==> config.mk <==
export PLATFORM = sky130hd
export DESIGN_NAME = alu_issue
export DESIGN_NICKNAME = d
export VERILOG_FILES = /design/src/rtl/alu_issue_pkg.sv /design/src/rtl/alu_issue_result_fifo.sv /design/src/rtl/alu_issue.sv
export SDC_FILE = /design/constraint.sdc
export NUM_CORES = 1
export LEC_CHECK = 0
export CAP_MARGIN = 20
export CELL_PAD_IN_SITES_DETAIL_PLACEMENT = 1
export CELL_PAD_IN_SITES_GLOBAL_PLACEMENT = 2
export CORE_MARGIN = 5
export CORE_UTILIZATION = 25
export DETAILED_ROUTE_END_ITERATION = 10
export GPL_ROUTABILITY_DRIVEN = 1
export PLACE_DENSITY_LB_ADDON = 0.05
export RECOVER_POWER = 25
export SYNTH_ARGS = -nofsm -noshare
export SYNTH_HDL_FRONTEND = slang
export SYNTH_SLANG_ARGS = --single-unit
==> constraint.sdc <==
create_clock -name clk -period 3.6 [get_ports clk]
set_input_delay 0.72 -clock clk [delete_from_list [all_inputs] [get_ports clk]]
set_output_delay 0.72 -clock clk [all_outputs]
set_load 0.005 [all_outputs]
==> src/rtl/alu_issue_pkg.sv <==
// Shared types and constants for the ALU issue stage: ALU op codes, RV32I opcodes,
// flag bundle and result-buffer entry.
package alu_issue_pkg;

  localparam int DATA_W = 32;

  // op[3:1] selects the operation, op[0] is the sub/arithmetic-shift modifier
  localparam logic [3:0] ALU_ADD  = 4'h0;
  localparam logic [3:0] ALU_SUB  = 4'h1;
  localparam logic [3:0] ALU_SLL  = 4'h2;
  localparam logic [3:0] ALU_SLT  = 4'h4;
  localparam logic [3:0] ALU_SLTU = 4'h6;
  localparam logic [3:0] ALU_XOR  = 4'h8;
  localparam logic [3:0] ALU_SRL  = 4'hA;
  localparam logic [3:0] ALU_SRA  = 4'hB;
  localparam logic [3:0] ALU_OR   = 4'hC;
  localparam logic [3:0] ALU_AND  = 4'hE;

  localparam logic [6:0] OPC_OP    = 7'b0110011;
  localparam logic [6:0] OPC_OPIMM = 7'b0010011;
  localparam logic [6:0] OPC_LUI   = 7'b0110111;
  localparam logic [6:0] OPC_AUIPC = 7'b0010111;

  typedef struct packed {
    logic zero;
    logic overflow;
    logic negative;
  } alu_signal;

  typedef struct packed {
    logic [4:0]        rd;
    logic              illegal;
    logic [DATA_W-1:0] result;
    alu_signal         flags;
  } issue_entry_t;

  function automatic logic is_shift(input logic [3:0] op);
    return (op[3:1] == 3'd1) || (op[3:1] == 3'd5);
  endfunction

endpackage

==> src/rtl/alu_issue_result_fifo.sv <==
// In-order result buffer for the ALU issue stage. When empty, the head outputs
// keep showing the most recently popped entry.
module result_fifo
  import alu_issue_pkg::*;
#(
  parameter int DEPTH = 3,
  parameter int CNT_W = $clog2(DEPTH + 1)
) (
  input  logic             clk,
  input  logic             reset,
  input  logic             push,
  input  issue_entry_t     push_data,
  input  logic             pop,
  output logic             head_valid,
  output issue_entry_t     head_data,
  output logic [CNT_W-1:0] count
);

  localparam int PTR_W = (DEPTH > 1) ? $clog2(DEPTH) : 1;

  issue_entry_t     mem [DEPTH];
  issue_entry_t     last;
  logic [PTR_W-1:0] wr_ptr;
  logic [PTR_W-1:0] rd_ptr;
  logic             do_pop;

  assign head_valid = (count != '0);
  assign do_pop     = pop && head_valid;
  assign head_data  = head_valid ? mem[rd_ptr] : last;

  function automatic logic [PTR_W-1:0] ptr_next(input logic [PTR_W-1:0] p);
    return (p == PTR_W'(DEPTH - 1)) ? '0 : p + 1'b1;
  endfunction

  always_ff @(posedge clk) begin
    if (push) mem[wr_ptr] <= push_data;
  end

  always_ff @(posedge clk) begin
    if (reset) begin
      wr_ptr <= '0;
      rd_ptr <= '0;
      count  <= '0;
      last   <= '0;
    end else begin
      if (push) wr_ptr <= ptr_next(wr_ptr);
      if (do_pop) begin
        rd_ptr <= ptr_next(rd_ptr);
        last   <= mem[rd_ptr];
      end
      case ({push, do_pop})
        2'b10:   count <= count + 1'b1;
        2'b01:   count <= count - 1'b1;
        default: count <= count;
      endcase
    end
  end

endmodule

==> src/rtl/alu_issue.sv <==
// Issue stage in front of the 1-cycle registered ALU: decodes RV32I OP/OP-IMM/LUI/AUIPC,
// tracks the in-flight op and buffers results in order. Optional: ALU_ISSUE_RD0_DROP_EN.
module alu_issue
  import alu_issue_pkg::*;
#(
  parameter int XLEN  = DATA_W,
  parameter int DEPTH = 3
) (
  input  logic            clk,
  input  logic            reset,
  input  logic            in_valid,
  output logic            in_ready,
  input  logic [31:0]     in_instr,
  input  logic [XLEN-1:0] in_pc,
  input  logic [XLEN-1:0] in_rs1,
  input  logic [XLEN-1:0] in_rs2,
  output logic [XLEN-1:0] alu_a,
  output logic [XLEN-1:0] alu_b,
  output logic [3:0]      alu_op,
  input  logic [XLEN-1:0] alu_result,
  input  alu_signal       alu_flags,
  input  logic            alu_valid,
  output logic            out_valid,
  input  logic            out_ready,
  output logic [4:0]      out_rd,
  output logic [XLEN-1:0] out_result,
  output alu_signal       out_flags,
  output logic            out_illegal
);

  localparam int CNT_W = $clog2(DEPTH + 1);

  logic [6:0]      opcode;
  logic [2:0]      f3;
  logic [6:0]      f7;
  logic [XLEN-1:0] imm_i;
  logic [XLEN-1:0] imm_u;
  logic [XLEN-1:0] b_raw;
  logic            illegal;
  logic            fire;
  logic            unused_rs1_field;

  assign opcode = in_instr[6:0];
  assign f3     = in_instr[14:12];
  assign f7     = in_instr[31:25];
  assign imm_i  = XLEN'($signed(in_instr[31:20]));
  assign imm_u  = XLEN'($signed({in_instr[31:12], 12'h000}));
  // register indices arrive already resolved into in_rs1/in_rs2
  assign unused_rs1_field = ^in_instr[19:15];

  always_comb begin
    alu_a   = '0;
    b_raw   = '0;
    alu_op  = ALU_ADD;
    illegal = 1'b1;
    case (opcode)
      OPC_OP: begin
        if (f7 == 7'h00 || (f7 == 7'h20 && (f3 == 3'b000 || f3 == 3'b101))) begin
          illegal = 1'b0;
          alu_a   = in_rs1;
          b_raw   = in_rs2;
          alu_op  = {f3, f7[5]};
        end
      end
      OPC_OPIMM: begin
        case (f3)
          3'b001:  illegal = (f7 != 7'h00);
          3'b101:  illegal = !(f7 == 7'h00 || f7 == 7'h20);
          default: illegal = 1'b0;
        endcase
        if (!illegal) begin
          alu_a  = in_rs1;
          b_raw  = imm_i;
          alu_op = (f3 == 3'b101) ? {f3, in_instr[30]} : {f3, 1'b0};
        end
      end
      OPC_LUI: begin
        illegal = 1'b0;
        b_raw   = imm_u;
      end
      OPC_AUIPC: begin
        illegal = 1'b0;
        alu_a   = in_pc;
        b_raw   = imm_u;
      end
      default: illegal = 1'b1;
    endcase
  end

  assign alu_b = is_shift(alu_op) ? {{(XLEN-5){1'b0}}, b_raw[4:0]} : b_raw;

  logic       tag_valid;
  logic [4:0] tag_rd;
  logic       tag_illegal;

  assign fire = in_valid && in_ready;

  always_ff @(posedge clk) begin
    if (reset) begin
      tag_valid   <= 1'b0;
      tag_rd      <= '0;
      tag_illegal <= 1'b0;
    end else begin
      tag_valid <= fire;
      if (fire) begin
        tag_rd      <= illegal ? 5'd0 : in_instr[11:7];
        tag_illegal <= illegal;
      end
    end
  end

  issue_entry_t     push_data;
  issue_entry_t     head;
  logic             push;
  logic             push_illegal;
  logic [CNT_W-1:0] count;
  logic [CNT_W:0]   credits;

  // a tagged slot with no ALU valid means the op was lost; keep its slot but poison it
  assign push_illegal = tag_illegal || !alu_valid;

`ifdef ALU_ISSUE_RD0_DROP_EN
  assign push = tag_valid && !(!push_illegal && tag_rd == 5'd0);
`else
  assign push = tag_valid;
`endif

  always_comb begin
    push_data         = '0;
    push_data.rd      = tag_rd;
    push_data.illegal = push_illegal;
    push_data.result  = DATA_W'(alu_result);
    push_data.flags   = alu_flags;
  end

  result_fifo #(.DEPTH(DEPTH), .CNT_W(CNT_W)) u_fifo (
    .clk        (clk),
    .reset      (reset),
    .push       (push),
    .push_data  (push_data),
    .pop        (out_ready),
    .head_valid (out_valid),
    .head_data  (head),
    .count      (count)
  );

  assign credits  = {1'b0, count} + {{CNT_W{1'b0}}, tag_valid};
  assign in_ready = credits < (CNT_W+1)'(DEPTH);

  assign out_rd      = head.rd;
  assign out_illegal = head.illegal;
  assign out_result  = XLEN'(head.result);
  assign out_flags   = head.flags;

endmodule
==> impl_metrics.ini, run 1 <==
[synth]
synth-edff-count = 123
synth_cell_types = 47
ys_top_cells_by_area = edfxtp_1 (45%), dfxtp_1 (14%), o21ai_0 (5.1%)
postSynthAreaPerCell_um2 = 10.9
mappedNetlistArea_um2 = 8210
synthXorXnorAreaFrac = 0.00320
async_flop_share = 0
synthCells = 756
yosysSeqAreaShare = 0.587
synth_top_family_by_area = compound AO/OA/AOI/OAI gates
synth_flop_cell = edfxtp_1
synthAdderAreaFrac = 0.00457
synth-simple-area-share = 0.144
yosysWarnings = 0
synth-compound-area-share = 0.172
yosys-mux-area-fraction = 0.0500
yosys.area.top_type_share = 0.450
yosys.area.top_type = edfxtp_1
syn_nets = 927
synth-seq-cells = 179

[sta]
fin_crit_sh = 0.976
clock_skew_ns = 0.0106
timing.hold.ws_ns = 0.482
worst_pin_slew_ns = 0.814
timing.final.crit_period_ns = 3.51
max_freq_ghz = 0.285
drv_slew = 0
rsz0062_at_grt = true
final-hold-violation-count = 0
finalSetupViolCount = 0
max_slew_margin = 0.457

[clock_network]
numCtsBuffers = 17
clock-root-buffer = clkbuf_16
cts.path.max_buffers = 2
clk_latency_ns = 0.42
numClockSinks = 179
hold_buffers = 0
tritoncts = yes
clk_pin_slew_ns = 0.07
htreeDepth = 4

[worst_setup_path]
worstReg2RegStart = u_fifo.count[0]
slowest_stage = clkdlybuf4s50_1
r2r-end = tag_rd[1]
worstPathRequired_ns = 2.88
worstSetupPathType = input pin to output pin
cp_cell_sequence = clkdlybuf4s50_1 -> nand3b_4 -> nor4b_4 -> and4_4 -> buf_12 -> a22oi_1 -> nor2_1 -> clkdlybuf4s50_1
critPathBufInv = 3
cp.arrival_ns = 2.79
rrSetupSlack_ns = 1.04
cp-start-kind = input pin
cp_common_cell = clkdlybuf4s50_1
critPathMaxStageDelay_ns = 0.55
cp-end-kind = output pin
rr_worst_depth = 7
path_delay_family = buffers and inverters
cp_max_fo = 17

[routing]
vias = 6885
routedWlPerCell_um = 19.3
route.detailed.drc = 0
antenna_left = 0
drt_iter0_drc = 195
viasPerCell = 4.51
wl_mm = 29.5
drt-pass1-iter-count = 4

[final_layout]
area_delta_synth_final_pct = 54.8
multi_input_area_um2 = 3180
drive_gt1_frac = 0.151
register_area_um2 = 4820
nFillCells = 3603
stdcell_count = 1528
fin_nets = 1242

[power]
p_int_uw = 4500
irDropWorstVdd_mv = 0.301
combPwrFrac = 0.325
pwr-share-clk = 0.288
p_leak_uw = 0.00480
total_power_uw = 6400
power.density_nw_per_um2 = 503
switching_share = 0.296
switching_power_uw = 1900
seqPwrFrac = 0.387

[worst_hold_path]
hold_class = flop to flop
min_to = u_fifo.mem[2][36]
min-delay-start = tag_rd[0]
min_delay_path_depth = 0

[placed_design]
hpwl_mm = 21.8
io_buffers = 278
gp_congestion = 0.788
dp_cells = 1477

[global_route]
grt_pass1_wl_mm = 44.2
grt_max_degree = 86
track_usage = 0.160
top_usage_layer = met2
grt_use_met1 = 0.182
met3_usage = 0.0657
grt-ovfl-total = 0
antenna_found_initial = 8
grt_pass1_vias = 7458
gr-usage-met2 = 0.284

[floorplanning]
die_x_um = 191
dieHeight_um = 191
fp.coreArea_um2 = 32500
num_io_pins = 279
num_rows = 66
initial_utilization = 0.253
die_area_um2 = 36600

[outcome]
outcome = complete, no violations

[run]
maxCapViolations = 0
[cells in the mapped netlist, drive strengths merged (2+ instances only)]
library cell / number
mux2i: 41
nand2: 109
a22oi: 11
clkbuf: 28
nor3b: 3
nor3: 2
nor4b: 2
a21oi: 91
dfxtp: 56
nor2: 58
a22o: 37
a21boi: 2
inv: 4
xor2: 2
nor2b: 47
ha: 3
nand3b: 2
a31oi: 2
nand2b: 4
and2: 4
buf: 28
o21ai: 84
edfxtp: 123
[stage by stage]
| stage | TNS [ns] | cell area [um2] | utilization | setup slack [ns] |
|---|---|---|---|---|
| after floorplan | 0 | 8220 | - | 0.954 |
| after global placement | -8.55 | 11800 | 0.365 | -0.203 |
| after detailed placement | -7.56 | 11800 | 0.365 | -0.188 |
| after CTS | 0 | 12500 | 0.386 | 0.0102 |
| after global routing | -0.00653 | 12700 | 0.391 | -0.00419 |
| final | 0 | 12700 | 0.392 | 0.0854 |
[power groups by stage]
stage / combinational, uW / clock (uW) / sequential, uW
floorplan: 979 / 0 / 2480
global placement: 2140 / 0 / 2510
detailed placement: 2150 / 0 / 2520
CTS: 2160 / 1920 / 2480
global route: 2320 / 2000 / 2490
finish: 2080 / 1840 / 2470
[worst max path at each step]
| stage | start | to | slack, ns | cells after the start |
|---|---|---|---|---|
| floorplan | u_fifo.wr_ptr[0] | u_fifo.mem[1][0] | 0.95 | 2 |
| global placement | in_instr[14] | alu_a[17] | -0.20 | 8 |
| detailed placement | in_instr[14] | alu_a[17] | -0.19 | 8 |
| CTS | in_instr[5] | alu_b[0] | 0.01 | 9 |
| global route | in_instr[4] | alu_b[23] | -0.004 | 10 |
| finish | in_instr[6] | alu_b[5] | 0.09 | 8 |
[per-layer routing]
layer	vias to the layer above	wire length, um
met5	-	61
li1	3344	-
met3	33	2500
met4	8	318
met2	201	14800
met1	3299	11800
[cells by family (layout without fill, tap and decap cells)]
kind of cell,Yosys count,in the layout
AO/OA/AOI/OAI,231,231
XOR/XNOR,3,3
adder cells (fa/ha/maj),3,3
buffers and inverters,60,388
flip-flops,179,179
multiplexers,41,41
other,0,2
AND/OR/NAND/NOR,239,239
[cell usage in the layout, fill, tap and decap left out, types with 3 or more instances in the layout]
cell | Yosys | layout
clkdlybuf4s50_1 | 0 | 187
edfxtp_1 | 123 | 123
nand2_1 | 91 | 89
o21ai_0 | 83 | 83
a21oi_1 | 73 | 73
nor2_1 | 58 | 55
buf_4 | 6 | 54
dfxtp_1 | 56 | 54
nor2b_1 | 47 | 47
mux2i_1 | 41 | 41
dlygate4sd2_1 | 0 | 40
a22o_1 | 37 | 37
dlygate4sd3_1 | 0 | 29
nand2_2 | 18 | 20
a21oi_2 | 18 | 18
dlymetal6s2s_1 | 0 | 18
clkbuf_16 | 0 | 17
a22oi_1 | 11 | 11
buf_12 | 0 | 11
buf_6 | 5 | 6
nand2b_1 | 4 | 4
nor2_4 | 0 | 3
inv_1 | 3 | 3
nor3b_4 | 1 | 3
ha_1 | 3 | 3
clkinv_4 | 0 | 3
clkbuf_8 | 0 | 3
clkinvlp_4 | 0 | 3
clkdlybuf4s15_1 | 0 | 3
[registers in the layout, summed over array words and instances (netlist names), named ones only]
register and count:
u_fifo.count 2, u_fifo.wr_ptr 2, push 1, u_fifo.last 41
tag_illegal 1, tag_rd 5, u_fifo.rd_ptr 2, u_fifo.mem 123
[what timing repair did]
item                       CTS  global route
resized for setup           56            32
buffers inserted             4             8
setup endpoints to repair   68            36
pin swaps                    3             6
hold endpoints to repair     0             0
cloned                       3             2
[area by class of cell]
class	count	share of cell area
sequential	179	0.379
timing repair buffer	352	0.278
multi-input combinational	517	0.251
tap	442	0.0435
clock buffer	20	0.0367
clock inverter	12	0.0102
inverter	4	0.00118
antenna	2	0.000394
(Power assumes the default switching activity.)
==> run 2: changes to the inputs <==
--- a/config.mk
+++ b/config.mk
@@ -18,2 +18,3 @@
 export SYNTH_HDL_FRONTEND = slang
 export SYNTH_SLANG_ARGS = --single-unit
+export TNS_END_PERCENT = 30
==> constraint.sdc (replaced) <==
create_clock -name clk -period 3.6 [get_ports clk]
set_input_delay 0.72 -clock clk [delete_from_list [all_inputs] [get_ports clk]]
set_output_delay 0.72 -clock clk [all_outputs]
set_load 0.05 [all_outputs]
==> impl_metrics.ini, run 2 (same netlist as run 1, synthesis figures left out) <==
[worst_setup_path]
cp.arrival_ns = 2.75
path_delay_family = buffers and inverters
critPathMaxStageDelay_ns = 0.47
worstPathRequired_ns = 2.88
critPathBufInv = 4
worstSetupPathType = input pin to output pin
slowest_stage = clkdlybuf4s50_1
cp_cell_sequence = clkdlybuf4s50_1 -> nor4_4 -> and2_1 -> and4_1 -> buf_12 -> inv_2 -> a21boi_1 -> buf_12
cp-end-kind = output pin
cp_common_cell = buf_12
cp_max_fo = 28
cp-start-kind = input pin

[run]
maxCapViolations = 0

[routing]
viasPerCell = 4.50
vias = 6719
drt-pass1-iter-count = 4
routedWlPerCell_um = 19.4
drt_iter0_drc = 202
route.detailed.drc = 0
antenna_left = 0
wl_mm = 28.9

[power]
irDropWorstVdd_mv = 0.328
power.density_nw_per_um2 = 576
p_leak_uw = 0.00443
total_power_uw = 7500

[global_route]
antenna_found_initial = 4
grt_pass1_vias = 7281
grt_pass1_wl_mm = 43.7
grt-ovfl-total = 0
grt_max_degree = 86
track_usage = 0.159

[clock_network]
clock-root-buffer = clkbuf_16
tritoncts = yes
cts_resized = 1
clk_pin_slew_ns = 0.06
numCtsBuffers = 17
htreeDepth = 4
cts.path.max_buffers = 2
clk_latency_ns = 0.42
post_cts_buffers = 0
numClockSinks = 179
hold_buffers = 0

[sta]
final-hold-violation-count = 0
finalSetupViolCount = 0
fin_crit_sh = 0.965
rsz0062_at_grt = false
drv_slew = 0
worst_pin_slew_ns = 0.658
timing.final.crit_period_ns = 3.47
timing.hold.ws_ns = 0.495
max_slew_margin = 0.560
clock_skew_ns = 0.00986
max_freq_ghz = 0.288

[floorplanning]
num_rows = 66
fp.coreArea_um2 = 32500
initial_utilization = 0.253
num_io_pins = 279
die_x_um = 191
dieHeight_um = 191
die_area_um2 = 36600

[final_layout]
top_register = u_fifo.mem
fin_nets = 1205
drive_gt1_frac = 0.181
area_delta_synth_final_pct = 58.7
reg_top3 = u_fifo.mem: 123 flops, u_fifo.last: 41 flops, tag_rd: 5 flops
final_common_cell = clkdlybuf4s50_1
mostFrequentLayoutCells = clkdlybuf4s50_1 (178), edfxtp_1 (123), nand2_1 (90), o21ai_0 (83), buf_12 (77)
largest_reg_flops = 123
design_area_um2 = 13000

[placed_design]
gp_congestion = 0.770
place_area_um2 = 12300
hpwl_mm = 21.5
io_buffers = 278

[worst_hold_path]
hold_class = flop to flop

[outcome]
outcome = complete, no violations
run 2: changes by cell type in the layout (fill, tap and decap cells not counted), sizes merged:
cell / change
dlymetal6s2s: -18
clkdlybuf4s50: -9
inv: -1
clkdlybuf4s15: -3
dlygate4sd2: -40
diode: +1
bufbuf: -2
clkinvlp: -1
clkbuf: +5
dlygate4sd3: +1
buf: +34
bufinv: +2
clkinv: -5
run 2: worst register-to-register path, cell delays in order (launching register included):
cell and delay, ns:
dfxtp_1 0.44, ha_1 0.20, ha_1 0.22, a21oi_1 0.38, nand2_1 0.31, a31oi_1 0.56, a22oi_1 0.14, nor2b_1 0.14
run 2: layout make-up:
cell class	count	area (um2)
fill	3525	19400
sequential	179	4820
timing repair buffer	315	3850
multi-input combinational	517	3140
tap	442	553
clock buffer	25	507
clock inverter	7	144
inverter	4	15.0
antenna	3	7.51
run 2: stage by stage:
stage                util  setup slack, ns  instances  TNS [ns]
floorplan               -           -0.223        756     -9.16
global placement    0.380         -0.00619       1457  -0.00619
detailed placement  0.380          0.00303       1457         0
CTS                 0.400           0.0283       1489         0
global route        0.401          0.00630       1490         0
finish              0.401            0.127       1492         0
run 2: power breakdown:
group          leakage, uW  total [uW]  switching (uW)  internal, uW
Clock             0.000309        2020             756          1260
Combinational      0.00254        3010            1960          1050
Sequential         0.00158        2470            89.5          2380
Total              0.00443        7500            2810          4690
run 2: per-layer routing:
metal | share of wire | track usage
met2 | 0.50 | 0.279
met1 | 0.40 | 0.179
met5 | 0.0010 | 0
met3 | 0.089 | 0.0699
met4 | 0.0094 | 0.0331
run 2: path summary, 6_finish.rpt:
check / from / endpoint / slack, ns / cells past startpoint
worst max-delay path: in_instr[29] / alu_op[2] / 0.13 / 8
worst min-delay path: u_fifo.rd_ptr[1] / flop / 0.49 / 2
worst max register to register: u_fifo.count[0] / tag_rd[4] / 1.17 / 7
worst min register to register: u_fifo.rd_ptr[1] / flop / 0.49 / 2
